<file path="config.mk">
export PLATFORM = sky130hd
export DESIGN_NAME = program_loader
export DESIGN_NICKNAME = d
export VERILOG_FILES = /design/src/rtl/program_loader_pkg.sv /design/src/rtl/loader_word_assembler.sv /design/src/rtl/program_loader.sv
export SDC_FILE = /design/constraint.sdc
export NUM_CORES = 1
export LEC_CHECK = 0
export BUFFER_PORTS_ARGS = -buffer_cell sky130_fd_sc_hd__buf_2
export CAP_MARGIN = 25
export CORE_MARGIN = 1
export CORE_UTILIZATION = 60
export CTS_CLUSTER_DIAMETER = 40
export DETAILED_ROUTE_END_ITERATION = 10
export GPL_TIMING_DRIVEN = 0
export PLACE_DENSITY_LB_ADDON = 0.08
export SKIP_CTS_REPAIR_TIMING = 1
export SLEW_MARGIN = 15
export SYNTH_ARGS = -nofsm -noshare
export SYNTH_HDL_FRONTEND = slang
export SYNTH_SLANG_ARGS = --single-unit
</file>
<file path="constraint.sdc">
create_clock -name clk -period 3.45 [get_ports clk]
set_input_delay 0.69 -clock clk [delete_from_list [all_inputs] [get_ports clk]]
set_output_delay 0.69 -clock clk [all_outputs]
set_load 0.02 [all_outputs]
</file>
<file path="src/rtl/program_loader_pkg.sv">
// Shared definitions for the in-system program loader: widths, frame type
// codes and the frame-decode state enum.
package program_loader_pkg;

    localparam int unsigned PL_ADDR_W  = 14;
    localparam int unsigned PL_INSTR_W = 30;
    localparam int unsigned PL_DATA_W  = 10;
    localparam int unsigned PL_BYTE_W  = 8;

    localparam logic [7:0] TYPE_INSTR = 8'h01;
    localparam logic [7:0] TYPE_DATA  = 8'h02;
    localparam logic [7:0] TYPE_RUN   = 8'h03;

    typedef enum logic [3:0] {
        HDR,
        ADDR_HI,
        ADDR_LO,
        CNT_HI,
        CNT_LO,
        PAYLOAD,
        CHECK,
        RUN,
        ERROR
    } state_e;

    // Terminal states stop consuming the stream.
    function automatic logic state_accepts(input state_e s);
        return !(s == RUN || s == ERROR);
    endfunction

endpackage

</file>
<file path="src/rtl/loader_word_assembler.sv">
// Collects payload bytes (big-endian) into instruction or data words.
// `last` flags the byte that completes a word; `done`/`word` present the
// finished word for exactly one cycle afterwards.
module loader_word_assembler
    import program_loader_pkg::*;
#(
    parameter int unsigned INSTR_W = PL_INSTR_W,
    parameter int unsigned DATA_W  = PL_DATA_W,
    parameter int unsigned BYTE_W  = PL_BYTE_W
) (
    input  logic               clk,
    input  logic               rst,
    input  logic               byte_en,
    input  logic               is_instr,
    input  logic [BYTE_W-1:0]  byte_in,
    output logic               last,
    output logic [INSTR_W-1:0] word,
    output logic               done
);

    localparam int unsigned InstrBytes = (INSTR_W + BYTE_W - 1) / BYTE_W;
    localparam int unsigned DataBytes  = (DATA_W + BYTE_W - 1) / BYTE_W;
    localparam int unsigned IdxW       = $clog2(InstrBytes);
    localparam int unsigned ShW        = (InstrBytes - 1) * BYTE_W;

    logic [IdxW-1:0]        idx_q;
    logic [IdxW-1:0]        idx_max;
    logic [ShW-1:0]         shift_q;
    logic [ShW+BYTE_W-1:0]  full;
    logic [INSTR_W-1:0]     word_q;
    logic                   done_q;

    // Detect the closing byte of the current word and form the complete word.
    always_comb begin
        idx_max = is_instr ? IdxW'(InstrBytes - 1) : IdxW'(DataBytes - 1);
        last    = byte_en && (idx_q == idx_max);
        full    = {shift_q, byte_in};
    end

    // Shift in bytes; latch the word and raise done the cycle after completion.
    always_ff @(posedge clk or negedge rst) begin
        if (!rst) begin
            idx_q   <= '0;
            shift_q <= '0;
            word_q  <= '0;
            done_q  <= 1'b0;
        end else begin
            done_q <= last;
            if (byte_en) begin
                shift_q <= ShW'(full);
                idx_q   <= last ? '0 : idx_q + IdxW'(1);
            end
            if (last) begin
                // Truncating casts drop the unused top bits of the first byte.
                word_q <= is_instr ? INSTR_W'(full) : INSTR_W'(DATA_W'(full));
            end
        end
    end

    assign word = word_q;
    assign done = done_q;

endmodule

</file>
<file path="src/rtl/program_loader.sv">
// Byte-stream program loader: decodes INSTR/DATA/RUN frames, writes words into
// instruction/data memory and releases the core on RUN.
// Optional build macro PROGRAM_LOADER_CHECKSUM_EN adds a trailing XOR checksum
// byte to every frame (frame XOR including the checksum must be zero).
module program_loader
    import program_loader_pkg::*;
#(
    parameter int unsigned ADDR_W  = PL_ADDR_W,
    parameter int unsigned INSTR_W = PL_INSTR_W,
    parameter int unsigned DATA_W  = PL_DATA_W,
    parameter int unsigned BYTE_W  = PL_BYTE_W
) (
    input  logic               clk,
    input  logic               rst,
    input  logic [BYTE_W-1:0]  in_data,
    input  logic               in_valid,
    output logic               in_ready,
    output logic               imem_we,
    output logic [ADDR_W-1:0]  imem_addr,
    output logic [INSTR_W-1:0] imem_data,
    output logic               dmem_we,
    output logic [ADDR_W-1:0]  dmem_addr,
    output logic [DATA_W-1:0]  dmem_data,
    output logic               core_hold,
    output logic               core_clk_en,
    output logic               busy,
    output logic               error,
    output logic [ADDR_W:0]    words_written
);

`ifdef PROGRAM_LOADER_CHECKSUM_EN
    localparam state_e FrameEnd = CHECK;
    localparam state_e RunEntry = CHECK;
`else
    localparam state_e FrameEnd = HDR;
    localparam state_e RunEntry = RUN;
`endif

    state_e             state_q, state_d;
    logic               live_q;
    logic               accept;
    logic               instr_q;
    logic [BYTE_W-1:0]  hi_q;
    logic [ADDR_W-1:0]  hilo;
    logic [ADDR_W-1:0]  addr_q;
    logic [ADDR_W-1:0]  left_q;
    logic [ADDR_W-1:0]  wr_addr_q;
    logic               wr_instr_q;
    logic [ADDR_W:0]    words_q;
    logic               asm_last;
    logic               asm_done;
    logic [INSTR_W-1:0] asm_word;

`ifdef PROGRAM_LOADER_CHECKSUM_EN
    logic [BYTE_W-1:0]  csum_q;
    logic               run_q;
`endif

    // live_q keeps in_ready low while reset is asserted and for the first edge.
    assign in_ready = live_q && state_accepts(state_q);
    assign accept   = in_valid && in_ready;
    assign hilo     = ADDR_W'({hi_q, in_data});

    loader_word_assembler #(
        .INSTR_W (INSTR_W),
        .DATA_W  (DATA_W),
        .BYTE_W  (BYTE_W)
    ) u_asm (
        .clk      (clk),
        .rst      (rst),
        .byte_en  (accept && (state_q == PAYLOAD)),
        .is_instr (instr_q),
        .byte_in  (in_data),
        .last     (asm_last),
        .word     (asm_word),
        .done     (asm_done)
    );

    // Frame-decode state register.
    always_ff @(posedge clk or negedge rst) begin
        if (!rst) begin
            state_q <= HDR;
        end else begin
            state_q <= state_d;
        end
    end

    // Next-state decode for the frame parser.
    always_comb begin
        state_d = state_q;
        case (state_q)
            HDR: begin
                if (accept) begin
                    if (in_data == TYPE_INSTR || in_data == TYPE_DATA) begin
                        state_d = ADDR_HI;
                    end else if (in_data == TYPE_RUN) begin
                        state_d = RunEntry;
                    end else begin
                        state_d = ERROR;
                    end
                end
            end
            ADDR_HI: if (accept) state_d = ADDR_LO;
            ADDR_LO: if (accept) state_d = CNT_HI;
            CNT_HI:  if (accept) state_d = CNT_LO;
            CNT_LO:  if (accept) state_d = (hilo == '0) ? FrameEnd : PAYLOAD;
            PAYLOAD: if (asm_last && (left_q == ADDR_W'(1))) state_d = FrameEnd;
            CHECK: begin
`ifdef PROGRAM_LOADER_CHECKSUM_EN
                if (accept) begin
                    if ((csum_q ^ in_data) == '0) begin
                        state_d = run_q ? RUN : HDR;
                    end else begin
                        state_d = ERROR;
                    end
                end
`else
                state_d = ERROR;
`endif
            end
            RUN:     state_d = RUN;
            ERROR:   state_d = ERROR;
            default: state_d = ERROR;
        endcase
    end

    // Frame fields, write address/count bookkeeping and the word counter.
    always_ff @(posedge clk or negedge rst) begin
        if (!rst) begin
            live_q     <= 1'b0;
            instr_q    <= 1'b0;
            hi_q       <= '0;
            addr_q     <= '0;
            left_q     <= '0;
            wr_addr_q  <= '0;
            wr_instr_q <= 1'b0;
            words_q    <= '0;
        end else begin
            live_q <= 1'b1;
            if (accept) begin
                if (state_q == HDR)                         instr_q <= (in_data == TYPE_INSTR);
                if (state_q == ADDR_HI || state_q == CNT_HI) hi_q    <= in_data;
                if (state_q == ADDR_LO)                     addr_q  <= hilo;
                if (state_q == CNT_LO)                      left_q  <= hilo;
            end
            // Capture the target of the word completing now; the strobe follows.
            if (asm_last) begin
                wr_addr_q  <= addr_q;
                wr_instr_q <= instr_q;
                addr_q     <= addr_q + ADDR_W'(1);
                left_q     <= left_q - ADDR_W'(1);
                words_q    <= words_q + (ADDR_W + 1)'(1);
            end
        end
    end

`ifdef PROGRAM_LOADER_CHECKSUM_EN
    // Running XOR of the frame, restarted by each header byte.
    always_ff @(posedge clk or negedge rst) begin
        if (!rst) begin
            csum_q <= '0;
            run_q  <= 1'b0;
        end else if (accept) begin
            if (state_q == HDR) begin
                csum_q <= in_data;
                run_q  <= (in_data == TYPE_RUN);
            end else begin
                csum_q <= csum_q ^ in_data;
            end
        end
    end
`endif

    // Output decode: strobes, core control and status.
    always_comb begin
        imem_we       = asm_done && wr_instr_q;
        dmem_we       = asm_done && !wr_instr_q;
        imem_addr     = wr_addr_q;
        dmem_addr     = wr_addr_q;
        imem_data     = asm_word;
        dmem_data     = DATA_W'(asm_word);
        core_hold     = (state_q != RUN);
        core_clk_en   = (state_q == RUN);
        error         = (state_q == ERROR);
        // The trailing write cycle still belongs to the frame.
        busy          = (state_q inside {ADDR_HI, ADDR_LO, CNT_HI, CNT_LO, PAYLOAD, CHECK})
                        || asm_done;
        words_written = words_q;
    end

endmodule
</file>
==> impl_metrics.csv, run 1 <==
group,metric,value,unit
setup_path,crit_family,"buffers and inverters",
synth,seq_area_frac_synth,52.9,%
power,p_leak,3.88,nW
detailed_routing,vias,5102,
place,dp_cells,848,
global_route,grt.overflow.total,0,
detailed_routing,drt_iter0_drc,324,
timing,fin_crit_sh,86.5,%
setup_path,rrSetupSlack,1.24,ns
clocking,insertion_delay,0.52,ns
setup_path,crit_fanout,10,
global_route,grt_first_pass_wirelength,24.6,mm
clocking,root_buffer,"clkbuf_8",
detailed_routing,ant_nets,0,
power,p_per_area,537,mW/mm^2
power,intPower,2.81,mW
setup_path,worstPathBufferInverterCount,2,
synth,yosysUniqueCellTypes,54,
detailed_routing,wl,15.3,mm
die,rows,35,
power,vdd_drop_max,0.328,mV
setup_path,cp_cell_sequence,"clkbuf_1 > nor3_1 > a211oi_1 > or2_2 > buf_2",
die,initial_core_util,63.1,%
die,core,0.00937,sq mm
synth,syn_nets,634,
global_route,antenna_found_initial,0,
detailed_routing,drt_first_pass_iters,5,
timing,finalHoldWorstSlack,0.0517,ns
die,die_w,101,um
global_route,grt_pass1_vias,4963,
global_route,grt_usage,31.8,%
power,p_clk_share,45.4,%
power,swShare,27.3,%
timing,fmax,335,MHz
run_status,status,"completed",
synth,synthFlopType,"dfrtp_1",
setup_path,required,2.76,ns
clocking,cts_tree,"done",
die,ios,101,
setup_path,reg2reg_to,"u_asm.word[11]$_DFFE_PN0N_",
setup_path,worstSetupStartpointType,"flip-flop",
detailed_routing,via_per_inst,5.80,
synth,yosys_warnings,0,
die,chipHeight,101,um
synth,syn_inst,619,
clocking,numCtsBuffers,17,
layout,diodes,0,
setup_path,reg2reg_from,"state_q[2]$_DFFE_PN0P_",
die,die_area,0.0103,sq mm
place,dpl_cell_area,0.00660,sq mm
setup_path,arrival,2.29,ns
timing,period_needed,2.98,ns
detailed_routing,avgRoutedWirePerCell,17.4,um
synth,synth-async-reset-ratio,100,%
timing,worst_pin_slew,0.766,ns
global_route,grt_max_degree,91,
clocking,cts_max_path_buffers,2,
setup_path,critical_path.endpoint_type,"primary output",
place,place_congestion,0.979,
synth,synth_seq_cells,125,
timing,max_slew_margin,48.5,%
synth,synth_enable_flop_cells,0,
power,pwr-share-seq,45.5,%
layout,area_growth,21.5,%
setup_path,slowest_stage,"dfrtp_1",
layout,nets,753,
min_path,min_path_type,"input pin to async pin",
timing,finalSetupViolCount,0,
setup_path,startpoint,"state_q[2]$_DFFE_PN0P_",
timing,tns,0,ns
synth,avgSynthCellArea,9.55,sq um
power,p_sw,1.05,mW
detailed_routing,drcViolationCount,0,
place,dp_hpwl,10.3,mm
timing,slew_violations,0,
layout,drive_gt1_share,28.5,%
synth,synthesis.area,0.00591,sq mm
clocking,clk_pin_slew_worst_paths,0.06,ns
job,drv_cap,0,
layout,layout.cells.non_filler,880,
setup_path,r2r_cells,6,
timing,finClkSkew,0.00969,ns
setup_path,critical_path_class,"flip-flop to primary output",
layout,final_cell_area,0.00719,sq mm
clocking,cts.sinks,125,
power,combPwrFrac,9.1,%
setup_path,critPathMaxStageDelay,0.46,ns
timing,finalHoldViolCount,0,
clocking,h-tree-depth,4,
place,portBuffers,99,
timing,rsz0062_at_grt,"no",
-- cells in the mapped netlist, types with 3 or more instances --
library cell | n | area share (%)
clkbuf_1 | 13 | 0.83
nand3_1 | 34 | 2.9
a21oi_1 | 30 | 2.5
dfrtp_1 | 125 | 53
xor2_1 | 7 | 1.0
nor4_1 | 6 | 0.63
and3_1 | 6 | 0.63
a21o_1 | 3 | 0.38
nand4_1 | 8 | 0.85
o21ai_0 | 15 | 1.3
inv_1 | 11 | 0.70
nor2_1 | 44 | 2.8
xnor2_1 | 9 | 1.3
nor3_1 | 10 | 0.85
o22a_1 | 9 | 1.3
a22oi_1 | 6 | 0.76
o21ai_1 | 11 | 0.93
o22ai_1 | 6 | 0.63
nand2_1 | 142 | 9.0
ha_1 | 4 | 0.85
mux2_2 | 29 | 5.5
buf_2 | 16 | 1.4
a31oi_1 | 11 | 1.2
or3_1 | 3 | 0.32
buf_4 | 25 | 3.2
and2_1 | 3 | 0.32
-- power groups by stage --
stage	sequential, mW	clock (mW)	combinational (mW)
global route	1.78	1.83	0.399
floorplan	1.73	0	0.245
detailed placement	1.77	0	0.346
global placement	1.76	0	0.331
finish	1.76	1.75	0.353
CTS	1.75	1.76	0.350
-- layer usage --
metal | up-vias | share of wire, % | track usage, %
met5 | - | 0 | 0
met1 | 2513 | 41 | 39.3
met4 | 0 | 2.0 | 15.3
met2 | 208 | 51 | 54.7
met3 | 31 | 5.4 | 5.18
li1 | 2350 | - | -
-- worst max-delay path by stage --
stage / endpoint / slack, ns / depth (start not counted)
final: busy / 0.47 / 5
after global routing: busy / 0.38 / 5
after CTS: busy / 0.49 / 5
after detailed placement: u_asm.word[27]$_DFFE_PN0N_ / 0.97 / 8
after global placement: dmem_addr[12]$_DFFE_PN0N_ / 0.18 / 1
after floorplan: in_ready / 1.30 / 6
-- cell families (layout without fill, tap and decap cells) --
group                      Yosys count  count (layout)  synth area share (%)
adders and majority gates            4               4                 0.846
xor gates and xnor gates            16              16                  2.37
other                                1               1                0.0634
muxes                               29              29                  5.52
AOI/OAI and AO/OA                  108             108                  11.9
buffers and inverters               69             201                  6.37
DFF                                125             125                  52.9
and+or+nand+nor                    267             267                  20.1
-- registers in the layout (all words and copies together) (netlist names), 4 cells and up --
| signal | cells |
|---|---|
| u_asm.word | 30 |
| u_asm.shift_q | 22 |
| words_written | 15 |
| addr_q | 14 |
| dmem_addr | 14 |
| left_q | 14 |
| hi_q | 6 |
| state_q | 4 |
-- cells in the final DEF (no fill, tap or decap), drive strengths merged, types with 4 or more instances in the layout --
cell type / instances
o21ai: 26
o22a: 9
a22oi: 6
nor3: 10
inv: 18
clkbuf: 32
nand3: 34
clkinv: 4
mux2: 29
a31oi: 12
and3: 6
buf: 143
o22ai: 6
xnor2: 9
nand4: 10
nor4: 6
dfrtp: 125
nor2: 44
nand2: 142
xor2: 7
ha: 4
a21oi: 30
-- per-stage QoR --
stage | util, % | setup WS [ns] | power (mW)
floorplan | - | 1.30 | 1.97
global placement | 70.1 | 0.178 | 2.09
detailed placement | 70.5 | 0.968 | 2.12
CTS | 76.7 | 0.489 | 3.86
global route | 76.7 | 0.377 | 4.00
finish | 76.7 | 0.467 | 3.86
-- area by class of cell --
cell class | instances | area [sq um]
Buffer | 57 | 329
Tap cell | 129 | 161
Inverter | 12 | 47.5
Timing Repair Buffer | 100 | 529
Clock inverter | 14 | 155
Clock buffer | 18 | 428
Fill cell | 669 | 2180
Multi-Input combinational cell | 425 | 2410
Sequential cell | 125 | 3130
(Power assumes the default switching activity.)
==> run 2: changes to the inputs <==
--- a/config.mk
+++ b/config.mk
@@ -12,7 +12,7 @@
 export CTS_CLUSTER_DIAMETER = 40
 export DETAILED_ROUTE_END_ITERATION = 10
 export GPL_TIMING_DRIVEN = 0
-export PLACE_DENSITY_LB_ADDON = 0.08
+export PLACE_DENSITY = 0.84
 export SKIP_CTS_REPAIR_TIMING = 1
 export SLEW_MARGIN = 15
 export SYNTH_ARGS = -nofsm -noshare
==> impl_metrics.csv, run 2 (synthesized netlist as in run 1, its figures left out) <==
group,metric,value,unit
run_status,status,"completed",
layout,drive_gt1_share,28.4,%
timing,rsz0062_at_grt,"no",
global_route,antenna_found_initial,0,
min_path,min_path_type,"input pin to async pin",
global_route,grt_max_degree,88,
global_route,grt_pass1_vias,4967,
die,core,0.00937,sq mm
timing,fin_crit_sh,84.8,%
setup_path,reg2reg_to,"state_q[0]$_DFFE_PN0P_",
layout,fin_util,77.1,%
place,place_congestion,0.907,
die,rows,35,
power,total_power,3.98,mW
power,p_per_area,551,mW/mm^2
clocking,clk_pin_slew_worst_paths,0.06,ns
timing,finalHoldViolCount,0,
setup_path,cp_cell_sequence,"clkbuf_1 > nor3_1 > a211oi_1 > or2_2 > buf_2",
layout,n_fill_cell,641,
setup_path,crit_fanout,10,
clocking,numCtsBuffers,17,
job,drv_cap,0,
detailed_routing,via_per_inst,5.90,
detailed_routing,ant_nets,0,
die,initial_core_util,63.1,%
die,chipHeight,101,um
detailed_routing,drcViolationCount,0,
place,dp_cells,848,
setup_path,worstPathBufferInverterCount,2,
timing,slew_violations,0,
detailed_routing,avgRoutedWirePerCell,17.6,um
setup_path,slowest_stage,"dfrtp_1",
clocking,cts_max_path_buffers,2,
die,die_area,0.0103,sq mm
timing,setup_ws,0.526,ns
layout,largest_reg_flops,30,
timing,finClkSkew,0.0106,ns
detailed_routing,drt_first_pass_iters,5,
die,ios,101,
clocking,insertion_delay,0.52,ns
timing,tns,0,ns
die,die_w,101,um
setup_path,critPathMaxStageDelay,0.45,ns
clocking,cts_tree,"done",
setup_path,arrival,2.23,ns
setup_path,reg2reg_from,"left_q[8]$_DFFE_PN0P_",
detailed_routing,drt_iter0_drc,495,
timing,finalSetupViolCount,0,
global_route,grt_usage,32.3,%
layout,multi_input_area,0.00241,sq mm
layout,final_cell_mix,"nand2_1, dfrtp_1, buf_2",
setup_path,critical_path.endpoint_type,"primary output",
setup_path,r2r_cells,5,
power,p_leak,3.90,nW
layout,area_growth,22.1,%
place,dp_hpwl,10.2,mm
timing,worst_pin_slew,0.817,ns
clocking,cts.sinks,125,
global_route,grt.overflow.total,0,
setup_path,required,2.76,ns
timing,fmax,342,MHz
power,vdd_drop_max,0.347,mV
timing,period_needed,2.92,ns
global_route,grt_first_pass_wirelength,24.8,mm
detailed_routing,wl,15.4,mm
setup_path,worstSetupStartpointType,"flip-flop",
setup_path,critical_path_class,"flip-flop to primary output",
layout,seqCellArea,0.00313,sq mm
place,portBuffers,99,
clocking,root_buffer,"clkbuf_8",
layout,diodes,0,
timing,max_slew_margin,45.1,%
setup_path,rrSetupSlack,1.24,ns
layout,layout.cells.non_filler,879,
detailed_routing,vias,5190,
layout,layout_commonest_cell,"nand2_1",
clocking,h-tree-depth,4,
layout,nets,753,
setup_path,crit_family,"simple AND/OR/NAND/NOR gates",
place,pre_cts_slack,1.01,ns
==> run 2: changes by cell type in the layout (fill, tap and decap cells not counted) <==
cell / delta
inv_6: -4
bufinv_16: +2
clkinv_4: +2
clkinvlp_4: -1
==> run 2: through the flow <==
step | area [sq um] | hold WS [ns]
floorplan | 5910 | 0.394
global placement | 6570 | 0.445
detailed placement | 6600 | 0.452
CTS | 7220 | 0.0690
global route | 7220 | 0.0839
finish | 7220 | 0.0667
==> run 2: routing by layer <==
| layer | GRT usage [%] | share of wire [%] | wire length (um) | vias up |
|---|---|---|---|---|
| li1 | - | - | - | 2350 |
| met1 | 41.0 | 40 | 6110 | 2560 |
| met2 | 53.9 | 51 | 7810 | 261 |
| met3 | 8.56 | 8.8 | 1350 | 19 |
| met4 | 11.0 | 1.1 | 166 | 0 |
| met5 | 0 | 0 | 0 | - |
==> run 2: worst max path at each step <==
stage                                 startpoint                  endpoint  slack [ns]  depth (start not counted)
after floorplan           state_q[1]$_DFFE_PN0P_                  in_ready        1.30                          6
after global placement                       rst  dmem_addr[7]$_DFFE_PN0N_        0.15                          1
after detailed placement                in_valid    wr_instr_q$_DFFE_PN0N_        1.01                          8
after CTS                 state_q[0]$_DFFE_PN0P_                      busy        0.53                          6
after global routing      state_q[0]$_DFFE_PN0P_                      busy        0.37                          6
final                     state_q[2]$_DFFE_PN0P_                      busy        0.53                          5
==> run 2: where the power goes <==
| part | switching [mW] | internal (mW) |
|---|---|---|
| sequential | 0.160 | 1.60 |
| clock | 0.675 | 1.19 |
| combinational | 0.201 | 0.151 |
==> run 2: layout make-up <==
type,instances,share of cell area (%)
timing repair buffer,100,7.33
sequential,125,43.3
clock inverter,13,2.63
buffer,57,4.56
clock buffer,18,5.93
tap,129,2.23
multi-input combinational,425,33.4
inverter,12,0.658
==> run 3: changes to the inputs <==
--- a/config.mk
+++ b/config.mk
@@ -8,11 +8,11 @@
 export BUFFER_PORTS_ARGS = -buffer_cell sky130_fd_sc_hd__buf_2
 export CAP_MARGIN = 25
 export CORE_MARGIN = 1
-export CORE_UTILIZATION = 60
+export CORE_UTILIZATION = 51
 export CTS_CLUSTER_DIAMETER = 40
 export DETAILED_ROUTE_END_ITERATION = 10
 export GPL_TIMING_DRIVEN = 0
-export PLACE_DENSITY = 0.84
+export PLACE_DENSITY = 0.76
 export SKIP_CTS_REPAIR_TIMING = 1
 export SLEW_MARGIN = 15
 export SYNTH_ARGS = -nofsm -noshare
==> constraint.sdc (replaced) <==
create_clock -name clk -period 2.36 [get_ports clk]
set_input_delay 0.472 -clock clk [delete_from_list [all_inputs] [get_ports clk]]
set_output_delay 0.472 -clock clk [all_outputs]
set_load 0.02 [all_outputs]
==> impl_metrics.csv, run 3 (synthesized netlist as in run 1, its figures left out) <==
group,metric,value,unit
die,chipHeight,110,um
layout,n_fill_cell,904,
clocking,cts.sinks,125,
timing,slew_violations,0,
setup_path,cpMostUsedCell,"buf_2",
layout,drive_gt1_share,28.8,%
run_status,status,"completed",
detailed_routing,vias,5083,
clocking,insertion_delay,0.42,ns
detailed_routing,avgRoutedWirePerCell,17.2,um
setup_path,critical_path_class,"flip-flop to primary output",
setup_path,cp_cell_sequence,"buf_2 > nor3_4 > a211oi_1 > or2_2 > buf_2",
clocking,cts_tree,"done",
setup_path,critPathMaxStageDelay,0.45,ns
detailed_routing,ant_nets,0,
layout,multi_input_area,0.00242,sq mm
setup_path,worstSetupStartpointType,"flip-flop",
power,p_leak,3.90,nW
setup_path,critical_path.endpoint_type,"primary output",
setup_path,startpoint,"state_q[2]$_DFFE_PN0P_",
timing,finalHoldViolCount,0,
place,dp_cells,859,
timing,period_needed,2.29,ns
setup_path,slowest_stage,"dfrtp_2",
die,die_area,0.0120,sq mm
global_route,antenna_found_initial,0,
place,dpl_cell_area,0.00662,sq mm
global_route,grt_usage,27.3,%
timing,worst_pin_slew,0.711,ns
detailed_routing,via_per_inst,5.72,
layout,final_cell_mix,"nand2_1, dfrtp_1, buf_2",
clocking,clk_pin_slew_worst_paths,0.05,ns
power,total_power,5.64,mW
setup_path,reg2reg_from,"state_q[2]$_DFFE_PN0P_",
place,place_congestion,0.897,
place,portBuffers,99,
power,p_per_area,781,mW/mm^2
clocking,numCtsBuffers,17,
setup_path,required,1.89,ns
die,rows,38,
layout,largest_reg_flops,30,
min_path,min_path_type,"input pin to async pin",
place,dp_hpwl,10.6,mm
die,ios,101,
clocking,h-tree-depth,4,
layout,final_cell_area,0.00721,sq mm
setup_path,arrival,1.82,ns
die,core,0.0111,sq mm
clocking,root_buffer,"clkbuf_16",
timing,rsz0062_at_grt,"no",
timing,finalSetupViolCount,0,
power,vdd_drop_max,0.486,mV
timing,tns,0,ns
layout,diodes,0,
die,die_w,110,um
job,drv_cap,0,
global_route,grt_max_degree,73,
detailed_routing,drt_first_pass_iters,4,
timing,finClkSkew,0.00552,ns
setup_path,crit_fanout,10,
layout,layout.cells.non_filler,889,
global_route,grt_pass1_vias,4777,
timing,max_slew_margin,52.2,%
die,initial_core_util,53.4,%
layout,area_growth,22.0,%
detailed_routing,drcViolationCount,0,
timing,fmax,437,MHz
detailed_routing,drt_iter0_drc,346,
detailed_routing,wl,15.3,mm
layout,layout_commonest_cell,"nand2_1",
clocking,cts_max_path_buffers,2,
global_route,grt.overflow.total,0,
layout,nets,753,
global_route,grt_first_pass_wirelength,24.2,mm
timing,fin_crit_sh,97.0,%
layout,seqCellArea,0.00313,sq mm
==> run 3: cell count changes in the layout (fill, tap and decap cells not counted), sizes merged <==
| cell | previous run | this run |
|---|---|---|
| clkbuf | 32 | 35 |
| clkinv | 6 | 4 |
| inv | 14 | 12 |
| buf | 143 | 145 |
| bufinv | 4 | 2 |
==> run 3: metrics by stage <==
step	hold WS [ns]	util [%]	worst slack (ns)
5_1_grt	0.130	65.1	0.00163
4_1_cts	0.0920	64.9	-0.212
6_report	0.0707	65.1	0.0714
3_3_place_gp	0.445	59.4	-0.773
3_5_place_dp	0.453	59.7	0.0536
2_1_floorplan	0.176	-	0.430
==> run 3: power by group <==
part	internal, mW	switching (mW)	leakage, nW
registers	2.34	0.227	1.69
clock network	1.64	0.912	0.285
logic	0.220	0.294	1.93
total	4.20	1.43	3.90
==> run 3: final timing paths <==
path                       slack, ns  cells past startpoint                          to
min in group clk                0.35                      3   u_asm.word[3]$_DFFE_PN0N_
setup reg to reg                0.15                      6  u_asm.word[10]$_DFFE_PN0N_
hold / removal                  0.07                      1  u_asm.word[26]$_DFFE_PN0N_
max in group asynchronous       1.58                      2      state_q[2]$_DFFE_PN0P_
setup / recovery                0.07                      5                        busy
hold reg to reg                 0.46                      2  u_asm.word[29]$_DFFE_PN0N_
==> run 3: final cells by class <==
cell class | count | share of cell area [%]
sequential | 125 | 43.4
multi-input combinational | 425 | 33.6
timing repair buffer | 100 | 7.34
clock buffer | 23 | 6.76
buffer | 57 | 4.65
tap | 140 | 2.43
clock inverter | 7 | 1.21
inverter | 12 | 0.659
==> run 3: layer usage <==
metal / vias to the layer above / share of wire, % / wire length (um) / global-route usage [%]
li1: 2349 / - / - / -
met3: 38 / 6.3 / 954 / 5.69
met2: 174 / 47 / 7200 / 42.3
met5: - / 0 / 0 / 0
met1: 2522 / 43 / 6610 / 36.2
met4: 0 / 3.2 / 494 / 14.1
==> run 3: critical path, delay by kind of cell, from the launching register on <==
| family | cells | cell delay (ns) |
|---|---|---|
| and+or+nand+nor | 2 | 0.51 |
| AOI/OAI and AO/OA | 1 | 0.07 |
| DFF | 1 | 0.45 |
| buffers and inverters | 2 | 0.37 |
